`config.mk`:
```
export PLATFORM = sky130hd
export DESIGN_NAME = seq_divider_flat
export DESIGN_NICKNAME = d
export VERILOG_FILES = /design/src/rtl/seq_divider_if.sv /design/src/rtl/seq_divider.sv /design/src/flat_wrapper.sv
export SDC_FILE = /design/constraint.sdc
export NUM_CORES = 1
export LEC_CHECK = 0
export CAP_MARGIN = 20
export CORE_MARGIN = 10
export CORE_UTILIZATION = 50
export CTS_BUF_LIST = sky130_fd_sc_hd__clkbuf_16
export CTS_CLUSTER_SIZE = 8
export DETAILED_ROUTE_END_ITERATION = 10
export PLACE_DENSITY_LB_ADDON = 0.2
export SLEW_MARGIN = 20
export SYNTH_ARGS = -nofsm -noshare
export SYNTH_HDL_FRONTEND = slang
export SYNTH_SLANG_ARGS = --single-unit
```
`constraint.sdc`:
```
create_clock -name clk -period 5.2 [get_ports clk]
set_clock_uncertainty 0.05 [all_clocks]
set_input_delay 0.52 -clock clk [delete_from_list [all_inputs] [get_ports clk]]
set_output_delay 0.52 -clock clk [all_outputs]
set_load 0.005 [all_outputs]
```
`src/rtl/seq_divider_if.sv`:
```
// Handshake and operand/result bundle between the control FSM and seq_divider.
// Optional build macro: DIV_SIGNED_EN adds the is_signed request signal.
interface seq_divider_if #(
   parameter int unsigned WIDTH = 32
);
   logic             start;
   logic [WIDTH-1:0] dividend;
   logic [WIDTH-1:0] divisor;
`ifdef DIV_SIGNED_EN
   logic             is_signed;
`endif
   logic             busy;
   logic             done;
   logic [WIDTH-1:0] quotient;
   logic [WIDTH-1:0] remainder;
   logic             div_by_zero;

`ifdef DIV_SIGNED_EN
   modport master (
      output start, dividend, divisor, is_signed,
      input  busy, done, quotient, remainder, div_by_zero
   );
   modport slave (
      input  start, dividend, divisor, is_signed,
      output busy, done, quotient, remainder, div_by_zero
   );
`else
   modport master (
      output start, dividend, divisor,
      input  busy, done, quotient, remainder, div_by_zero
   );
   modport slave (
      input  start, dividend, divisor,
      output busy, done, quotient, remainder, div_by_zero
   );
`endif
endinterface

```
`src/rtl/seq_divider.sv`:
```
// Iterative restoring divider: one trial subtraction per cycle, WIDTH+1 cycle latency.
// Optional build macro: DIV_SIGNED_EN enables two's-complement operation via is_signed.
module seq_divider #(
   parameter int unsigned WIDTH = 32
) (
   input logic          clk,
   input logic          reset,
   seq_divider_if.slave bus
);

   localparam int unsigned CW = $clog2(WIDTH + 1);

   typedef enum logic [1:0] {StIdle, StRun, StDone} state_e;

   state_e           state_q;
   logic [CW-1:0]    cnt_q;
   logic [WIDTH-1:0] rem_q;
   logic [WIDTH-1:0] quo_q;
   logic [WIDTH-1:0] den_q;

   logic [WIDTH:0]   r_sh;
   logic [WIDTH:0]   trial;
   logic [WIDTH-1:0] q_sh;
   logic [WIDTH-1:0] r_nxt;
   logic [WIDTH-1:0] q_nxt;
   logic [WIDTH-1:0] q_fin;
   logic [WIDTH-1:0] r_fin;
   logic [WIDTH-1:0] dvd_mag;
   logic [WIDTH-1:0] dsr_mag;

`ifdef DIV_SIGNED_EN
   logic neg_q_q;
   logic neg_r_q;
   logic a_neg;
   logic b_neg;
`endif

   // One restoring step: shift {R,Q}, trial-subtract, keep difference when non-negative.
   always_comb begin
      r_sh  = {rem_q, quo_q[WIDTH-1]};
      q_sh  = {quo_q[WIDTH-2:0], 1'b0};
      trial = r_sh - {1'b0, den_q};
      if (trial[WIDTH]) begin
         r_nxt = r_sh[WIDTH-1:0];
         q_nxt = q_sh;
      end else begin
         r_nxt = trial[WIDTH-1:0];
         q_nxt = {q_sh[WIDTH-1:1], 1'b1};
      end
   end

`ifdef DIV_SIGNED_EN
   // Operand magnitudes at accept and sign fix-up of the final step's result.
   always_comb begin
      a_neg   = bus.is_signed & bus.dividend[WIDTH-1];
      b_neg   = bus.is_signed & bus.divisor[WIDTH-1];
      dvd_mag = a_neg ? -bus.dividend : bus.dividend;
      dsr_mag = b_neg ? -bus.divisor : bus.divisor;
      // -2^(W-1) / -1 falls out naturally: the magnitude quotient negates to itself.
      q_fin   = neg_q_q ? -q_nxt : q_nxt;
      r_fin   = neg_r_q ? -r_nxt : r_nxt;
   end
`else
   // Unsigned only: operands and results pass straight through.
   always_comb begin
      dvd_mag = bus.dividend;
      dsr_mag = bus.divisor;
      q_fin   = q_nxt;
      r_fin   = r_nxt;
   end
`endif

   // Control FSM with datapath registers and registered outputs.
   always_ff @(posedge clk) begin
      if (reset) begin
         state_q         <= StIdle;
         cnt_q           <= '0;
         rem_q           <= '0;
         quo_q           <= '0;
         den_q           <= '0;
         bus.busy        <= 1'b0;
         bus.done        <= 1'b0;
         bus.quotient    <= '0;
         bus.remainder   <= '0;
         bus.div_by_zero <= 1'b0;
`ifdef DIV_SIGNED_EN
         neg_q_q         <= 1'b0;
         neg_r_q         <= 1'b0;
`endif
      end else begin
         bus.done <= 1'b0;
         unique case (state_q)
            StIdle, StDone: begin
               if (bus.start) begin
                  bus.div_by_zero <= 1'b0;
                  if (bus.divisor == '0) begin
                     // Divide by zero completes immediately without entering RUN.
                     state_q         <= StDone;
                     bus.done        <= 1'b1;
                     bus.quotient    <= '1;
                     bus.remainder   <= bus.dividend;
                     bus.div_by_zero <= 1'b1;
                  end else begin
                     state_q  <= StRun;
                     bus.busy <= 1'b1;
                     cnt_q    <= CW'(WIDTH);
                     rem_q    <= '0;
                     quo_q    <= dvd_mag;
                     den_q    <= dsr_mag;
`ifdef DIV_SIGNED_EN
                     neg_q_q  <= a_neg ^ b_neg;
                     neg_r_q  <= a_neg;
`endif
                  end
               end else begin
                  state_q <= StIdle;
               end
            end
            StRun: begin
               rem_q <= r_nxt;
               quo_q <= q_nxt;
               cnt_q <= cnt_q - CW'(1);
               if (cnt_q == CW'(1)) begin
                  state_q       <= StDone;
                  bus.busy      <= 1'b0;
                  bus.done      <= 1'b1;
                  bus.quotient  <= q_fin;
                  bus.remainder <= r_fin;
               end
            end
            default: begin
               state_q  <= StIdle;
               bus.busy <= 1'b0;
            end
         endcase
      end
   end

endmodule

```
`src/flat_wrapper.sv`:
```
// flat-port wrapper written by rule: the top's interface ports become plain ports
module seq_divider_flat 
#(
   parameter int unsigned WIDTH = 32
)
  (clk, reset, bus_start, bus_dividend, bus_divisor, bus_busy, bus_done, bus_quotient, bus_remainder, bus_div_by_zero);
  seq_divider_if #(.WIDTH(WIDTH)) bus_i ();
  input logic clk;
  input logic reset;
  input wire logic [$bits(bus_i.start)-1:0] bus_start;
  input wire logic [$bits(bus_i.dividend)-1:0] bus_dividend;
  input wire logic [$bits(bus_i.divisor)-1:0] bus_divisor;
  output wire logic [$bits(bus_i.busy)-1:0] bus_busy;
  output wire logic [$bits(bus_i.done)-1:0] bus_done;
  output wire logic [$bits(bus_i.quotient)-1:0] bus_quotient;
  output wire logic [$bits(bus_i.remainder)-1:0] bus_remainder;
  output wire logic [$bits(bus_i.div_by_zero)-1:0] bus_div_by_zero;
  assign bus_i.start = bus_start;
  assign bus_i.dividend = bus_dividend;
  assign bus_i.divisor = bus_divisor;
  assign bus_busy = bus_i.busy;
  assign bus_done = bus_i.done;
  assign bus_quotient = bus_i.quotient;
  assign bus_remainder = bus_i.remainder;
  assign bus_div_by_zero = bus_i.div_by_zero;
  seq_divider #(.WIDTH(WIDTH)) u_core (.clk(clk), .reset(reset), .bus(bus_i));
endmodule
```
==> reports/qor.csv, run 1 <==
metric,value,unit
cells on worst reg2reg path,13,
H-Tree Depth,4,
HP Class,reg2reg,
Synth top area share,39.22,%
r2r setup slk,1020,ps
vias in the first global route,7684,
die area,23140,um2
Max Fclk,0.2393,GHz
DR vias,8306,
hold path cells,2,
post-DR wirelength/cell,17.33,um
DRT Wirelength,25030,um
Synth Area in Compound Gates,23.44,%
Worst Path Required,5490,ps
share of layout cells above drive strength 1,6.399,%
initial DRC count,700,
GRT Total Usage,20.91,%
largest net degree at the start of global routing,99,
CP Capture Type,register,
worst skew pair latency,440,ps
Hold Fails Final Rpt,0,
TritonCTS buffer count,17,
cell chain of the critical path,"inv_1, ha_1, fa_1, nand2b_1, a21oi_1, o21ai_0, o21ai_2, a31oi_2, xnor2_4, buf_4, and3b_1, nor3_1, o41ai_1",
most instantiated cells after synthesis,"nand2_1 (219), dfxtp_1 (171), nor2_1 (133), a21oi_1 (120), clkbuf_1 (64)",
Pre-Repair DR Iteration Count,5,
post-DP HPWL,18370,um
post-synthesis mux area share,3.240,%
Final min period,4180,ps
switch share,42.55,%
clock power share,20.7,%
dpl cell area,10160,um2
diodes inserted,0,
Port Buf Inserts,133,
Synth Area in XOR/XNOR,3.197,%
"Setup violations, final",0,
final std cells w/o fill,1444,
sequential share of power,24.1,%
dpl cells,1413,
critical path startpoint,u_core.quo_q[31]$_SDFFE_PP0P_,
global-route wire length before repair,40810,um
hold-fix buffers at CTS,0,
RSZ-0062 raised after global routing,false,
core box area,17180,um2
Worst EP arrival,4470,ps
Resized Gates After CTS,0,
TritonCTS clock tree,built,
critical path type,reg2reg,
reg2reg end,u_core.bus.remainder[18]$_SDFFE_PP0P_,
initial core utilization,50.82,%
CTS max path bufs,2,
I/O pin cnt,134,
nets@finish,1309,
worst IR drop on VDD,0.3613,mV
post-route ant nets,0,
Clock Root Buffer,clkbuf_16,
worst setup path end,u_core.bus.remainder[18]$_SDFFE_PP0P_,
GP Congestion,0.9349,
syn_area_per_cell,7.807,um2
top post-synthesis cells by area,"dfxtp_1 (39%), nand2_1 (9.4%), a21oi_1 (6.9%), nor2_1 (5.7%), a211oi_1 (4.9%)",
internal power,3.861,mW
Ys Warns,0,
largest family of logic cells by synthesized area,compound AO/OA/AOI/OAI gates,
status,"finished, final reports clean",
Post-Syn Nets,1220,
Synth Area in Adders,5.103,%
"area leader, netlist",dfxtp_1,
Post-CTS Setup Bufs,0,
grt ovf,0,
Syn Std Cell Area,8728,um2
CP max stage delay,770,ps
antenna violations before repair,0,
Gate Count Post-Synth,1118,
Area Overhead vs Synth,23.65,%
Psw,2.859,mW
Die H,152.1,um
clock sinks,171,
maximum fanout along the worst path,31,
Slew HR,30.04,%
final hold slack,404.9,ps
max cap viols,0,
Die Wd,152.1,um
Pleak,4.000,nW
post-synthesis sequential area ratio,39.22,%
Startpoint Class,register,
period utilisation layout,80.38,%
Clock transition at path regs,70,ps
reg2reg start,u_core.quo_q[31]$_SDFFE_PP0P_,
final instance area,10790,um2
Yosys reg bits,171,
ys flop type,dfxtp_1,
worst-margin pin slew,1049,ps
# DRC,0,
Simple-Gate Fraction of Synth Area,20.47,%
Post-synth ARST share,0,%
"count leader, synth",nand2_1,
Yosys cell types,61,
Comb power frac,55.2,%
slowest CP cell,xnor2_4,
row count,48,
Post-synth EDFFs,0,
number of vias per cell,5.752,
Slew Limit Fails,0,
Setup TNS,0,ps
power per cell area,622.6,nW/um2
==> cells by family after synthesis <==
group / Yosys count
AO/OA/AOI/OAI: 309
XOR/XNOR: 31
adder cells (fa/ha/maj): 35
buffers and inverters: 117
flip-flops: 171
multiplexers: 25
AND/OR/NAND/NOR: 430
==> through the flow <==
| step | setup WS [ps] | total power, mW | utilization, % |
|---|---|---|---|
| 2_1_floorplan | 2230 | 4.486 | - |
| 3_3_place_gp | 1157 | 5.250 | 59.13 |
| 3_5_place_dp | 1091 | 5.264 | 59.13 |
| 4_1_cts | 1066 | 6.666 | 62.84 |
| 5_1_grt | 698.2 | 7.159 | 62.84 |
| 6_report | 1020 | 6.719 | 62.84 |
==> sequential cells by signal, summed over array words and instances, names as in the netlist <==
register                count
u_core.bus.busy             1
u_core.bus.div_by_zero      1
u_core.cnt_q                6
u_core.bus.quotient        32
u_core.den_q               32
u_core.bus.done             1
u_core.state_q              2
u_core.rem_q               32
u_core.quo_q               32
u_core.bus.remainder       32
==> cell usage in the layout (no fill, tap or decap), types with 10 or more instances in the layout <==
cell type | synthesis | layout
buf_4 | 0 | 10
o21ai_0 | 29 | 29
clkbuf_16 | 0 | 17
clkdlybuf4s50_1 | 0 | 132
mux2_2 | 18 | 18
nand2_1 | 219 | 219
nand3_1 | 11 | 11
inv_1 | 44 | 44
a311oi_1 | 34 | 34
xor2_1 | 13 | 13
nor3_1 | 16 | 16
a21oi_1 | 120 | 120
ha_1 | 34 | 34
o211ai_1 | 11 | 11
xnor2_1 | 17 | 17
dfxtp_1 | 171 | 171
nor2_1 | 133 | 131
nor4_1 | 14 | 14
a211oi_1 | 57 | 57
==> power by group through the flow <==
stage | sequential [mW] | clock, mW | combinational (mW)
4_1_cts | 1.61 | 1.40 | 3.66
6_report | 1.62 | 1.39 | 3.71
5_1_grt | 1.63 | 1.45 | 4.08
3_5_place_dp | 1.64 | 0 | 3.63
2_1_floorplan | 1.58 | 0 | 2.91
3_3_place_gp | 1.63 | 0 | 3.62
==> worst max-delay path, delay by kind of cell, from the launching register on <==
| kind | cells | cell delay (ps) |
|---|---|---|
| AND/OR/NAND/NOR | 3 | 450 |
| buffers and inverters | 2 | 440 |
| AO/OA/AOI/OAI | 5 | 1410 |
| XOR/XNOR | 1 | 770 |
| adder cells (fa/ha/maj) | 2 | 600 |
| flip-flops | 1 | 360 |
==> worst min path at each step <==
| stage | startpoint | end | slack [ps] |
|---|---|---|---|
| floorplan | u_core.den_q[10]$_SDFFE_PP0P_ | u_core.den_q[10]$_SDFFE_PP0P_ | 390 |
| global placement | u_core.den_q[11]$_SDFFE_PP0P_ | u_core.den_q[11]$_SDFFE_PP0P_ | 390 |
| detailed placement | u_core.den_q[11]$_SDFFE_PP0P_ | u_core.den_q[11]$_SDFFE_PP0P_ | 400 |
| CTS | u_core.den_q[11]$_SDFFE_PP0P_ | u_core.den_q[11]$_SDFFE_PP0P_ | 410 |
| global route | u_core.den_q[6]$_SDFFE_PP0P_ | u_core.den_q[6]$_SDFFE_PP0P_ | 420 |
| finish | u_core.den_q[11]$_SDFFE_PP0P_ | u_core.den_q[11]$_SDFFE_PP0P_ | 400 |
==> layer usage <==
layer	GRT usage, %	routed length (um)
met3	3.669	1413
met4	5.731	359
met2	30.95	10920
met5	0	0
met1	30.34	12330
==> area by class of cell <==
cell class / count / area, um2
Fill cell: 1584 / 6384
Multi-Input combinational cell: 830 / 4871
Sequential cell: 171 / 3423
Timing Repair Buffer: 143 / 1416
Clock buffer: 17 / 425.4
Tap cell: 225 / 281.5
Clock inverter: 14 / 210.2
Inverter: 44 / 165.2
No activity file was read; power rests on OpenSTA's default activity.
==> run 2: changes to the inputs <==
--- a/config.mk
+++ b/config.mk
@@ -7,7 +7,7 @@
 export LEC_CHECK = 0
 export CAP_MARGIN = 20
 export CORE_MARGIN = 10
-export CORE_UTILIZATION = 50
+export CORE_UTILIZATION = 49
 export CTS_BUF_LIST = sky130_fd_sc_hd__clkbuf_16
 export CTS_CLUSTER_SIZE = 8
 export DETAILED_ROUTE_END_ITERATION = 10
==> constraint.sdc (replaced) <==
create_clock -name clk -period 3.7 [get_ports clk]
set_clock_uncertainty 0.05 [all_clocks]
set_input_delay 0.37 -clock clk [delete_from_list [all_inputs] [get_ports clk]]
set_output_delay 0.37 -clock clk [all_outputs]
set_load 0.005 [all_outputs]
==> run 2 against run 1 <==
  * Fmax is 22% higher
  * Cell area is 1.2% higher
  * Critical path depth decreased by 1
  * Combinational power increased by 46%
  * Utilization rose by 0.076 points
  * Critical path type unchanged
  * Setup slack worse by 740 ps
==> reports/qor.csv, run 2 (same netlist as run 1, synthesis figures left out) <==
metric,value,unit
Psw,4.080,mW
Worst EP arrival,3670,ps
Die Wd,153.5,um
TritonCTS clock tree,built,
cell chain of the critical path,"inv_1, ha_1, fa_1, nand2b_1, a21oi_1, o21ai_0, a211oi_1, o211ai_1, a31oi_1, xor2_1, a211oi_1, nor3_1",
clock sinks,171,
die area,23550,um2
Comb power frac,57.5,%
GRT Total Usage,21.55,%
Final min period,3421,ps
maximum fanout along the worst path,4,
Area Overhead vs Synth,25.10,%
global-route wire length before repair,42220,um
hold-fix buffers at CTS,0,
post-route ant nets,0,
"most common cell after layout, fill and taps aside",nand2_1,
multi-input logic area,4871,um2
max cap viols,0,
initial DRC count,673,
Clock Root Buffer,clkbuf_16,
grt ovf,0,
final worst-path setup slack,279.1,ps
Port Buf Inserts,133,
GP Congestion,0.9496,
initial core utilization,50.29,%
Pre-Repair DR Iteration Count,8,
diodes inserted,0,
most frequent cells in the layout,"nand2_1 (219), dfxtp_1 (171), clkdlybuf4s50_1 (132)",
Startpoint Class,register,
core box area,17360,um2
worst skew pair latency,430,ps
DP Worst Slack,340.6,ps
clock power share,18.5,%
CP max stage delay,440,ps
Crit path max-delay family,compound AO/OA/AOI/OAI gates,
critical path type,reg2reg,
Hold Fails Final Rpt,0,
Worst Path Required,3950,ps
sequential share of power,24.0,%
TritonCTS buffer count,17,
post-DP HPWL,19640,um
DRT Wirelength,26230,um
Setup TNS,0,ps
Clock transition at path regs,70,ps
RSZ-0062 raised after global routing,false,
fillcell total,1570,
Max Fclk,0.2923,GHz
number of vias per cell,5.713,
largest net degree at the start of global routing,98,
H-Tree Depth,4,
worst IR drop on VDD,0.6495,mV
Die H,153.5,um
Pleak,4.089,nW
final core occ,62.91,%
# DRC,0,
final std cells w/o fill,1461,
CTS max path bufs,2,
dpl cells,1428,
HP Class,in2reg,
cell mode on critical path,a211oi_1,
power per cell area,863.2,nW/um2
CP Capture Type,register,
post-DR wirelength/cell,17.95,um
Slew HR,34.70,%
r2r setup slk,280,ps
slowest CP cell,a211oi_1,
"Setup violations, final",0,
nets@finish,1325,
vias in the first global route,7959,
DR vias,8346,
share of layout cells above drive strength 1,7.524,%
row count,48,
Reg area,3423,um2
I/O pin cnt,134,
internal power,5.346,mW
period utilisation layout,92.46,%
switch share,43.28,%
worst-margin pin slew,979.4,ps
status,"finished, final reports clean",
total power,9.426,mW
Bufs and invs on worst path,1,
antenna violations before repair,0,
Slew Limit Fails,0,
run 2: layout make-up:
type / count / share of cell area [%]
Timing Repair Buffer: 159 / 14.76
Inverter: 44 / 1.513
Clock inverter: 15 / 1.295
Clock buffer: 17 / 3.896
Tap cell: 225 / 2.578
Sequential cell: 171 / 31.35
Multi-Input combinational cell: 830 / 44.61
run 2: path summary, 6_finish.rpt:
kind	endpoint	cells past startpoint	startpoint
worst max-delay path	u_core.bus.remainder[22]$_SDFFE_PP0P_	12	u_core.quo_q[31]$_SDFFE_PP0P_
worst min-delay path	u_core.cnt_q[0]$_SDFFE_PP0P_	2	reset
worst max register to register	u_core.bus.remainder[22]$_SDFFE_PP0P_	12	u_core.quo_q[31]$_SDFFE_PP0P_
worst min register to register	u_core.den_q[17]$_SDFFE_PP0P_	2	u_core.den_q[17]$_SDFFE_PP0P_
run 2: repair_timing:
| action | in CTS | in global routing |
|---|---|---|
| endpoints found under the setup margin | 0 | 2 |
| buffers inserted | 0 | 1 |
| gates resized for setup | 0 | 1 |
run 2: layer usage:
layer,vias to the layer above,share of wire [%],track usage (%)
met2,238,48,35.00
met5,-,0,0
met1,3911,44,27.48
met3,37,5.3,4.854
li1,4160,-,-
met4,0,2.6,7.467
run 2: power by group through the flow:
| stage | Combinational [mW] | Clock (mW) | Sequential (mW) |
|---|---|---|---|
| after CTS | 5.31 | 1.76 | 2.26 |
| after global routing | 5.92 | 1.84 | 2.29 |
| after detailed placement | 5.25 | 0 | 2.30 |
| final | 5.42 | 1.74 | 2.26 |
| after floorplan | 4.08 | 0 | 2.22 |
| after global placement | 5.25 | 0 | 2.30 |
run 2: per-stage QoR:
step                hold WS, ps  instance area, um2
floorplan                 386.3                8728
CTS                       358.3               10910
global placement          394.6               10340
global route              392.3               10920
finish                    366.1               10920
detailed placement        397.4               10340
